<file path="src/rtl/regfile_wb_arbiter_if.sv">
// Write-port bus between the pipeline/long-latency requesters and the register file arbiter.
// Ports: wb_* (pipeline writeback request), lu_* (long-latency unit request + lu_ready),
//        pipe_stall/init_busy (pipeline control), rf_* (register file write port).
interface regfile_wb_arbiter_if #(
    parameter int XLEN = 32,
    parameter int AW   = 5
);
    logic            wb_valid;
    logic [AW-1:0]   wb_rd;
    logic [XLEN-1:0] wb_data;
    logic            lu_valid;
    logic [AW-1:0]   lu_rd;
    logic [XLEN-1:0] lu_data;
    logic            lu_ready;
    logic            pipe_stall;
    logic            init_busy;
    logic            rf_we;
    logic [AW-1:0]   rf_rd;
    logic [XLEN-1:0] rf_wdata;

    // Requester side: pipeline WB stage and long-latency unit.
    modport master (
        output wb_valid, wb_rd, wb_data, lu_valid, lu_rd, lu_data,
        input  lu_ready, pipe_stall, init_busy, rf_we, rf_rd, rf_wdata
    );

    // Arbiter side.
    modport slave (
        input  wb_valid, wb_rd, wb_data, lu_valid, lu_rd, lu_data,
        output lu_ready, pipe_stall, init_busy, rf_we, rf_rd, rf_wdata
    );
endinterface

</file>
<file path="src/rtl/regfile_wb_arbiter.sv">
// Purpose: owns the register file write port; clears x1..x(NREG-1) after reset, then
//          arbitrates pipeline WB (priority) against a long-latency unit with anti-starvation.
// Latency: combinational grant/write in the request cycle; clear takes NREG-1 cycles.
// Backpressure: lu held via lu_ready=0; pipeline frozen via pipe_stall (init and forced lu grant).
// Ports: clk_i, rst_i (sync, active-high), bus (slave modport of regfile_wb_arbiter_if).
module regfile_wb_arbiter #(
    parameter int XLEN         = 32,
    parameter int NREG         = 32,
    parameter int AW           = 5,
    parameter int STARVE_LIMIT = 4
) (
    input  logic                 clk_i,
    input  logic                 rst_i,
    regfile_wb_arbiter_if.slave  bus
);
    localparam int SW = $clog2(STARVE_LIMIT + 1);

    typedef enum logic [1:0] {
        ST_INIT  = 2'd0,
        ST_RUN   = 2'd1,
        ST_FORCE = 2'd2
    } state_t;

    state_t        state_q, state_d;
    logic [AW-1:0] init_cnt_q, init_cnt_d;
    logic [SW-1:0] starve_q, starve_d;
    logic [SW-1:0] starve_inc;
    logic          wb_req;
    logic          lu_blocked;

    // A writeback to x0 is dropped and never takes the port.
    assign wb_req     = bus.wb_valid && (bus.wb_rd != '0);
    // In RUN the lu only loses when wb owns the port and the lu write is a real one;
    // x0 lu writes are always accepted and discarded.
    assign lu_blocked = bus.lu_valid && wb_req && (bus.lu_rd != '0);
    assign starve_inc = starve_q + SW'(1);

    // State register
    always_ff @(posedge clk_i) begin
        if (rst_i) begin
            state_q    <= ST_INIT;
            init_cnt_q <= AW'(1);
            starve_q   <= '0;
        end else begin
            state_q    <= state_d;
            init_cnt_q <= init_cnt_d;
            starve_q   <= starve_d;
        end
    end

    // Next-state logic
    always_comb begin
        state_d    = state_q;
        init_cnt_d = init_cnt_q;
        starve_d   = starve_q;
        case (state_q)
            ST_INIT: begin
                init_cnt_d = init_cnt_q + AW'(1);
                if (init_cnt_q == AW'(NREG - 1)) begin
                    state_d = ST_RUN;
                end
            end
            ST_RUN: begin
                if (lu_blocked) begin
                    if (starve_inc == SW'(STARVE_LIMIT)) begin
                        state_d  = ST_FORCE;
                        starve_d = '0;
                    end else begin
                        starve_d = starve_inc;
                    end
                end else begin
                    starve_d = '0;
                end
            end
            ST_FORCE: begin
                // Single forced-grant cycle; WB replays its held request next cycle.
                state_d  = ST_RUN;
                starve_d = '0;
            end
            default: begin
                state_d = ST_INIT;
            end
        endcase
    end

    // Output logic: reset overrides everything so no lu transfer can land during rst.
    always_comb begin
        bus.rf_we      = 1'b0;
        bus.rf_rd      = '0;
        bus.rf_wdata   = XLEN'(0);
        bus.lu_ready   = 1'b0;
        bus.pipe_stall = 1'b1;
        bus.init_busy  = 1'b1;
        if (!rst_i) begin
            case (state_q)
                ST_INIT: begin
                    bus.rf_we = 1'b1;
                    bus.rf_rd = init_cnt_q;
                end
                ST_RUN: begin
                    bus.pipe_stall = 1'b0;
                    bus.init_busy  = 1'b0;
                    if (wb_req) begin
                        bus.rf_we    = 1'b1;
                        bus.rf_rd    = bus.wb_rd;
                        bus.rf_wdata = bus.wb_data;
                        bus.lu_ready = bus.lu_valid && (bus.lu_rd == '0);
                    end else if (bus.lu_valid) begin
                        bus.lu_ready = 1'b1;
                        bus.rf_we    = (bus.lu_rd != '0);
                        bus.rf_rd    = bus.lu_rd;
                        bus.rf_wdata = bus.lu_data;
                    end
                end
                ST_FORCE: begin
                    bus.init_busy = 1'b0;
                    if (bus.lu_valid) begin
                        bus.lu_ready = 1'b1;
                        bus.rf_we    = (bus.lu_rd != '0);
                        bus.rf_rd    = bus.lu_rd;
                        bus.rf_wdata = bus.lu_data;
                    end
                end
                default: begin
                    bus.rf_we = 1'b0;
                end
            endcase
        end
    end
endmodule

</file>
<file path="src/flat_wrapper.sv">
// flat-port wrapper written by rule: the top's interface ports become plain ports
module regfile_wb_arbiter_flat 
#(
    parameter int XLEN         = 32,
    parameter int NREG         = 32,
    parameter int AW           = 5,
    parameter int STARVE_LIMIT = 4
)
  (clk_i, rst_i, bus_wb_valid, bus_wb_rd, bus_wb_data, bus_lu_valid, bus_lu_rd, bus_lu_data, bus_lu_ready, bus_pipe_stall, bus_init_busy, bus_rf_we, bus_rf_rd, bus_rf_wdata);
  regfile_wb_arbiter_if #(.XLEN(XLEN), .AW(AW)) bus_i ();
  input  logic clk_i;
  input  logic rst_i;
  input wire logic [$bits(bus_i.wb_valid)-1:0] bus_wb_valid;
  input wire logic [$bits(bus_i.wb_rd)-1:0] bus_wb_rd;
  input wire logic [$bits(bus_i.wb_data)-1:0] bus_wb_data;
  input wire logic [$bits(bus_i.lu_valid)-1:0] bus_lu_valid;
  input wire logic [$bits(bus_i.lu_rd)-1:0] bus_lu_rd;
  input wire logic [$bits(bus_i.lu_data)-1:0] bus_lu_data;
  output wire logic [$bits(bus_i.lu_ready)-1:0] bus_lu_ready;
  output wire logic [$bits(bus_i.pipe_stall)-1:0] bus_pipe_stall;
  output wire logic [$bits(bus_i.init_busy)-1:0] bus_init_busy;
  output wire logic [$bits(bus_i.rf_we)-1:0] bus_rf_we;
  output wire logic [$bits(bus_i.rf_rd)-1:0] bus_rf_rd;
  output wire logic [$bits(bus_i.rf_wdata)-1:0] bus_rf_wdata;
  assign bus_i.wb_valid = bus_wb_valid;
  assign bus_i.wb_rd = bus_wb_rd;
  assign bus_i.wb_data = bus_wb_data;
  assign bus_i.lu_valid = bus_lu_valid;
  assign bus_i.lu_rd = bus_lu_rd;
  assign bus_i.lu_data = bus_lu_data;
  assign bus_lu_ready = bus_i.lu_ready;
  assign bus_pipe_stall = bus_i.pipe_stall;
  assign bus_init_busy = bus_i.init_busy;
  assign bus_rf_we = bus_i.rf_we;
  assign bus_rf_rd = bus_i.rf_rd;
  assign bus_rf_wdata = bus_i.rf_wdata;
  regfile_wb_arbiter #(.XLEN(XLEN), .NREG(NREG), .AW(AW), .STARVE_LIMIT(STARVE_LIMIT)) u_core (.clk_i(clk_i), .rst_i(rst_i), .bus(bus_i));
endmodule
</file>
<file path="config.mk">
export PLATFORM = sky130hd
export DESIGN_NAME = regfile_wb_arbiter_flat
export DESIGN_NICKNAME = d
export VERILOG_FILES = /design/src/rtl/regfile_wb_arbiter_if.sv /design/src/rtl/regfile_wb_arbiter.sv /design/src/flat_wrapper.sv
export SDC_FILE = /design/constraint.sdc
export NUM_CORES = 1
export LEC_CHECK = 0
export ABC_AREA = 1
export CAP_MARGIN = 20
export CORE_UTILIZATION = 33
export DETAILED_ROUTE_END_ITERATION = 8
export PLACE_DENSITY = 0.78
export SETUP_SLACK_MARGIN = 0.15
export SLEW_MARGIN = 20
export SYNTH_ARGS = -nofsm -noshare
export SYNTH_HDL_FRONTEND = slang
export SYNTH_SLANG_ARGS = --single-unit
</file>
<file path="constraint.sdc">
create_clock -name clk_i -period 1.5 [get_ports clk_i]
set_input_delay 0.3 -clock clk_i [delete_from_list [all_inputs] [get_ports clk_i]]
set_output_delay 0.3 -clock clk_i [all_outputs]
set_load 0.005 [all_outputs]
</file>
==> results.md <==
| Metric | This run | Unit |
|---|---|---|
| RSZ-0062 raised after global routing | true | - |
| Clock slew at reported path FFs | 0.06 | ns |
| Most area-hungry cell type in the Yosys netlist | sky130_fd_sc_hd__nand2_1 | - |
| Violation count after the first detailed-routing iteration | 211 | - |
| Count of flip-flops with a built-in enable after synthesis | 0 | - |
| Top-count cell post-synth | sky130_fd_sc_hd__nand2_1 | - |
| Critical path startpoint category | flop | - |
| Layout overhead on the synthesized area | 137.3 | % |
| GRT Residual Overflow | 0 | - |
| DR vias | 3199 | - |
| Power Density | 305.8 | nW/um2 |
| Aggregate global-route resource usage | 31.23 | % |
| Seq/Total Area, Yosys | 11.17 | % |
| Launch point of the worst path | u_core.state_q[0] | - |
| Arrival time of data at the critical path endpoint | 1.78 | ns |
| Cell area after technology mapping | 1792 | um2 |
| Number of buffers created by CTS | 3 | - |
| Number of cells in the finished layout apart from fillers | 553 | - |
| Final worst slack | -0.5779 | ns |
| Required time of the critical path | 1.20 | ns |
| Cell with the largest stage delay on the worst path | sky130_fd_sc_hd__dfxtp_4 | - |
| Finished Core Util | 82.20 | % |
| Post-place setup slack | -0.9321 | ns |
| TritonCTS clock tree | yes | - |
| I/O pin count | 119 | - |
| Highest ir drop seen on vdd | 0.3617 | mV |
| Class of the most critical hold timing path | reg2reg | - |
| LEAKAGE | 0.001723 | uW |
| Most used flip-flop cell after synthesis | sky130_fd_sc_hd__dfxtp_1 | - |
| Final non-filler cell area | 4252 | um2 |
| Post-synth net total | 399 | - |
| Count of cell types in the netlist | 24 | - |
| Crit Reg-Reg Startpoint | u_core.starve_q[0] | - |
| Synthesized area divided by synthesized cell count | 5.724 | um2 |
| Total placed cells including tap cells | 505 | - |
| PortBufs | 118 | - |
| Placer congestion estimate | 0.9111 | - |
| Maximum root-to-sink buffer count | 2 | - |
| Largest net degree at the start of global routing | 45 | - |
| Part of the cycle the worst path needs | 138.5 | % |
| Largest cells by area after synthesis | sky130_fd_sc_hd__nand2_1 (19%), sky130_fd_sc_hd__o211ai_1 (16%), sky130_fd_sc_hd__a21oi_1 (13%) | - |
| Die width | 75.69 | um |
| Number of antenna violations at the first check in global routing | 0 | - |
| Dominant cell type by count on the critical path | sky130_fd_sc_hd__inv_4 | - |
| Total placed instance area | 3323 | um2 |
| Crit path buf inv count | 5 | - |
| Register bit count reported by yosys | 10 | - |
| Count of antenna-violating nets left after detailed routing | 0 | - |
| Highest clock rate | 481.3 | MHz |
| Count of endpoints failing setup in the final report | 43 | - |
| Synthesized instance count | 313 | - |
| H-tree levels | 1 | - |
| Antenna diode count | 0 | - |
| Result of the run | finished with violations | - |
| Critical Path Fanout Max | 11 | - |
| DRT Pass-1 Iters | 5 | - |
| Global-route wire length before repair | 13.54 | mm |
| Cell at the root of the clock tree | sky130_fd_sc_hd__clkbuf_8 | - |
| Total wire length after detailed routing | 10.63 | mm |
| Number of vias per cell after detailed routing | 5.785 | - |
| Die Outline Area | 5728 | um2 |
| Critical path's top delay family | buffers and inverters | - |
| Share of post-route cells with drive strength above 1 | 48.45 | % |
| Die span in y | 75.69 | um |
| Hold violation total from the final report | 0 | - |
| Minimum period implied by the final worst setup slack | 2.078 | ns |
| Number of synthesis warnings | 0 | - |
| Violated checks | setup timing | - |
| Nets | 571 | - |
| Cell types with the highest counts after synthesis | sky130_fd_sc_hd__nand2_1 (91), sky130_fd_sc_hd__a21oi_1 (45), sky130_fd_sc_hd__nand3_1 (37), sky130_fd_sc_hd__o211ai_1 (37), sky130_fd_sc_hd__inv_1 (21) | - |
| Via count of the first global-routing pass | 2741 | - |
| Total of max-cap violations | 0 | - |
| Post-DP HPWL | 5.051 | mm |
| Headroom to the max-slew limit | 79.02 | % |
| Critical path start-end classification | reg2out | - |
| Max stage delay on crit path | 0.37 | ns |
| Worst-margin pin slew | 0.3133 | ns |
| Final Max Slew Viols | 0 | - |
| Final hold slack | 0.4982 | ns |
| Post-detailed-route wirelength per cell | 19.22 | um |
| FP Rows | 26 | - |
| Clock latency on the worst-skew pair | 0.25 | ns |
| Ys async rst share | 0 | % |
| Worst path cell trace | inv_4, ha_4, inv_4, nor2_4, clkinv_4, clkbuf_16, a21oi_2, buf_2 | - |
| Number of DRC violations after detailed routing | 0 | - |
| Area inside the core boundary | 5172 | um2 |
| Fin Clk Skew | 0.01163 | ns |
| Number of sinks handled by clock tree synthesis | 10 | - |
| Share of the synthesized area in the top cell type | 19.06 | % |
| Sort of element at the end of the critical path | output pin | - |
| Hold Crit Start | u_core.init_cnt_q[3] | - |
| Initial core utilization | 34.64 | % |
## power by group
| part | internal [uW] | switching [uW] | leakage [uW] |
|---|---|---|---|
| Clock | 178 | 131 | 0.0000216 |
| Sequential | 276 | 9.82 | 0.0000845 |
| Combinational | 415 | 290 | 0.00162 |
## per-stage QoR
step	TNS [ns]	total power [uW]
floorplan	0	469.0
global placement	-34.95	746.3
detailed placement	-36.22	756.5
CTS	-12.66	1193
global route	-20.74	1339
finish	-19.39	1300
## logic make-up after synthesis
| logic type | count (synthesis) | share of synthesized area (%) |
|---|---|---|
| and+or+nand+nor | 154 | 36.03 |
| buffers and inverters | 49 | 15.92 |
| DFF | 10 | 11.17 |
| AOI/OAI and AO/OA | 91 | 30.80 |
| adders and majority gates | 8 | 5.587 |
| xor gates and xnor gates | 1 | 0.4889 |
## worst register-to-register path, delay by kind of cell (launching register included)
kind / cells / cell delay [ns]
flops: 1 / 0.39
fa+ha+maj: 1 / 0.25
xor+xnor: 1 / 0.21
simple gates: 6 / 0.65
## sequential cells by signal, indices dropped and copies added, names as in the netlist
register / count
u_core.init_cnt_q: 5
u_core.starve_q: 3
u_core.state_q: 2
## placed cells by master, fill, tap and decap left out, types with 2 or more instances in the layout
cell type	count
sky130_fd_sc_hd__buf_4	32
sky130_fd_sc_hd__buf_6	23
sky130_fd_sc_hd__o211ai_1	37
sky130_fd_sc_hd__nand3_2	7
sky130_fd_sc_hd__clkdlybuf4s50_1	64
sky130_fd_sc_hd__nand2_1	83
sky130_fd_sc_hd__nand2_2	5
sky130_fd_sc_hd__dfxtp_4	2
sky130_fd_sc_hd__inv_4	5
sky130_fd_sc_hd__o22ai_2	2
sky130_fd_sc_hd__nor3_4	2
sky130_fd_sc_hd__a21oi_1	5
sky130_fd_sc_hd__nor2_2	2
sky130_fd_sc_hd__buf_8	5
sky130_fd_sc_hd__dfxtp_1	3
sky130_fd_sc_hd__inv_1	9
sky130_fd_sc_hd__nor3_2	2
sky130_fd_sc_hd__clkbuf_8	3
sky130_fd_sc_hd__ha_1	2
sky130_fd_sc_hd__ha_4	5
sky130_fd_sc_hd__dlygate4sd2_1	2
sky130_fd_sc_hd__nor2_1	7
sky130_fd_sc_hd__nand2_4	4
sky130_fd_sc_hd__nand3_1	30
sky130_fd_sc_hd__o21ai_0	3
sky130_fd_sc_hd__buf_2	42
sky130_fd_sc_hd__inv_2	6
sky130_fd_sc_hd__dfxtp_2	5
sky130_fd_sc_hd__buf_16	6
sky130_fd_sc_hd__a21oi_4	5
sky130_fd_sc_hd__o21ai_2	2
sky130_fd_sc_hd__nand3b_1	2
sky130_fd_sc_hd__clkbuf_16	3
sky130_fd_sc_hd__nor2_4	7
sky130_fd_sc_hd__buf_12	15
sky130_fd_sc_hd__a21oi_2	35
## timing repair
item / in CTS / in global routing
buffers inserted: 24 / 11
hold buffers: 0 / 0
resized for setup: 289 / 50
pin swaps: 36 / 17
gates cloned: 7 / 3
setup endpoints to repair: 46 / 48
## worst paths after layout
kind                          end  slack, ns  cells after the start
max              bus_rf_wdata[25]      -0.58                      8
min          u_core.init_cnt_q[3]       0.50                      2
max reg2reg     u_core.state_q[0]      -0.08                      8
min reg2reg  u_core.init_cnt_q[3]       0.50                      2
## per-layer routing
layer	GRT usage, %	share of wire (%)	vias up
li1	-	-	1423
met1	37.16	38	1524
met2	55.85	49	206
met3	5.291	8.1	46
met4	12.14	4.9	0
met5	0	0	-
## final cells by class
type	instances	area, um2
Fill cell	288	920.9
Tap cell	70	87.58
Sequential cell	10	214.0
Clock buffer	3	41.29
Timing Repair Buffer	194	2021
Inverter	22	107.6
Multi-Input combinational cell	254	1780
Note: power is estimated with default switching activity, not from simulation.
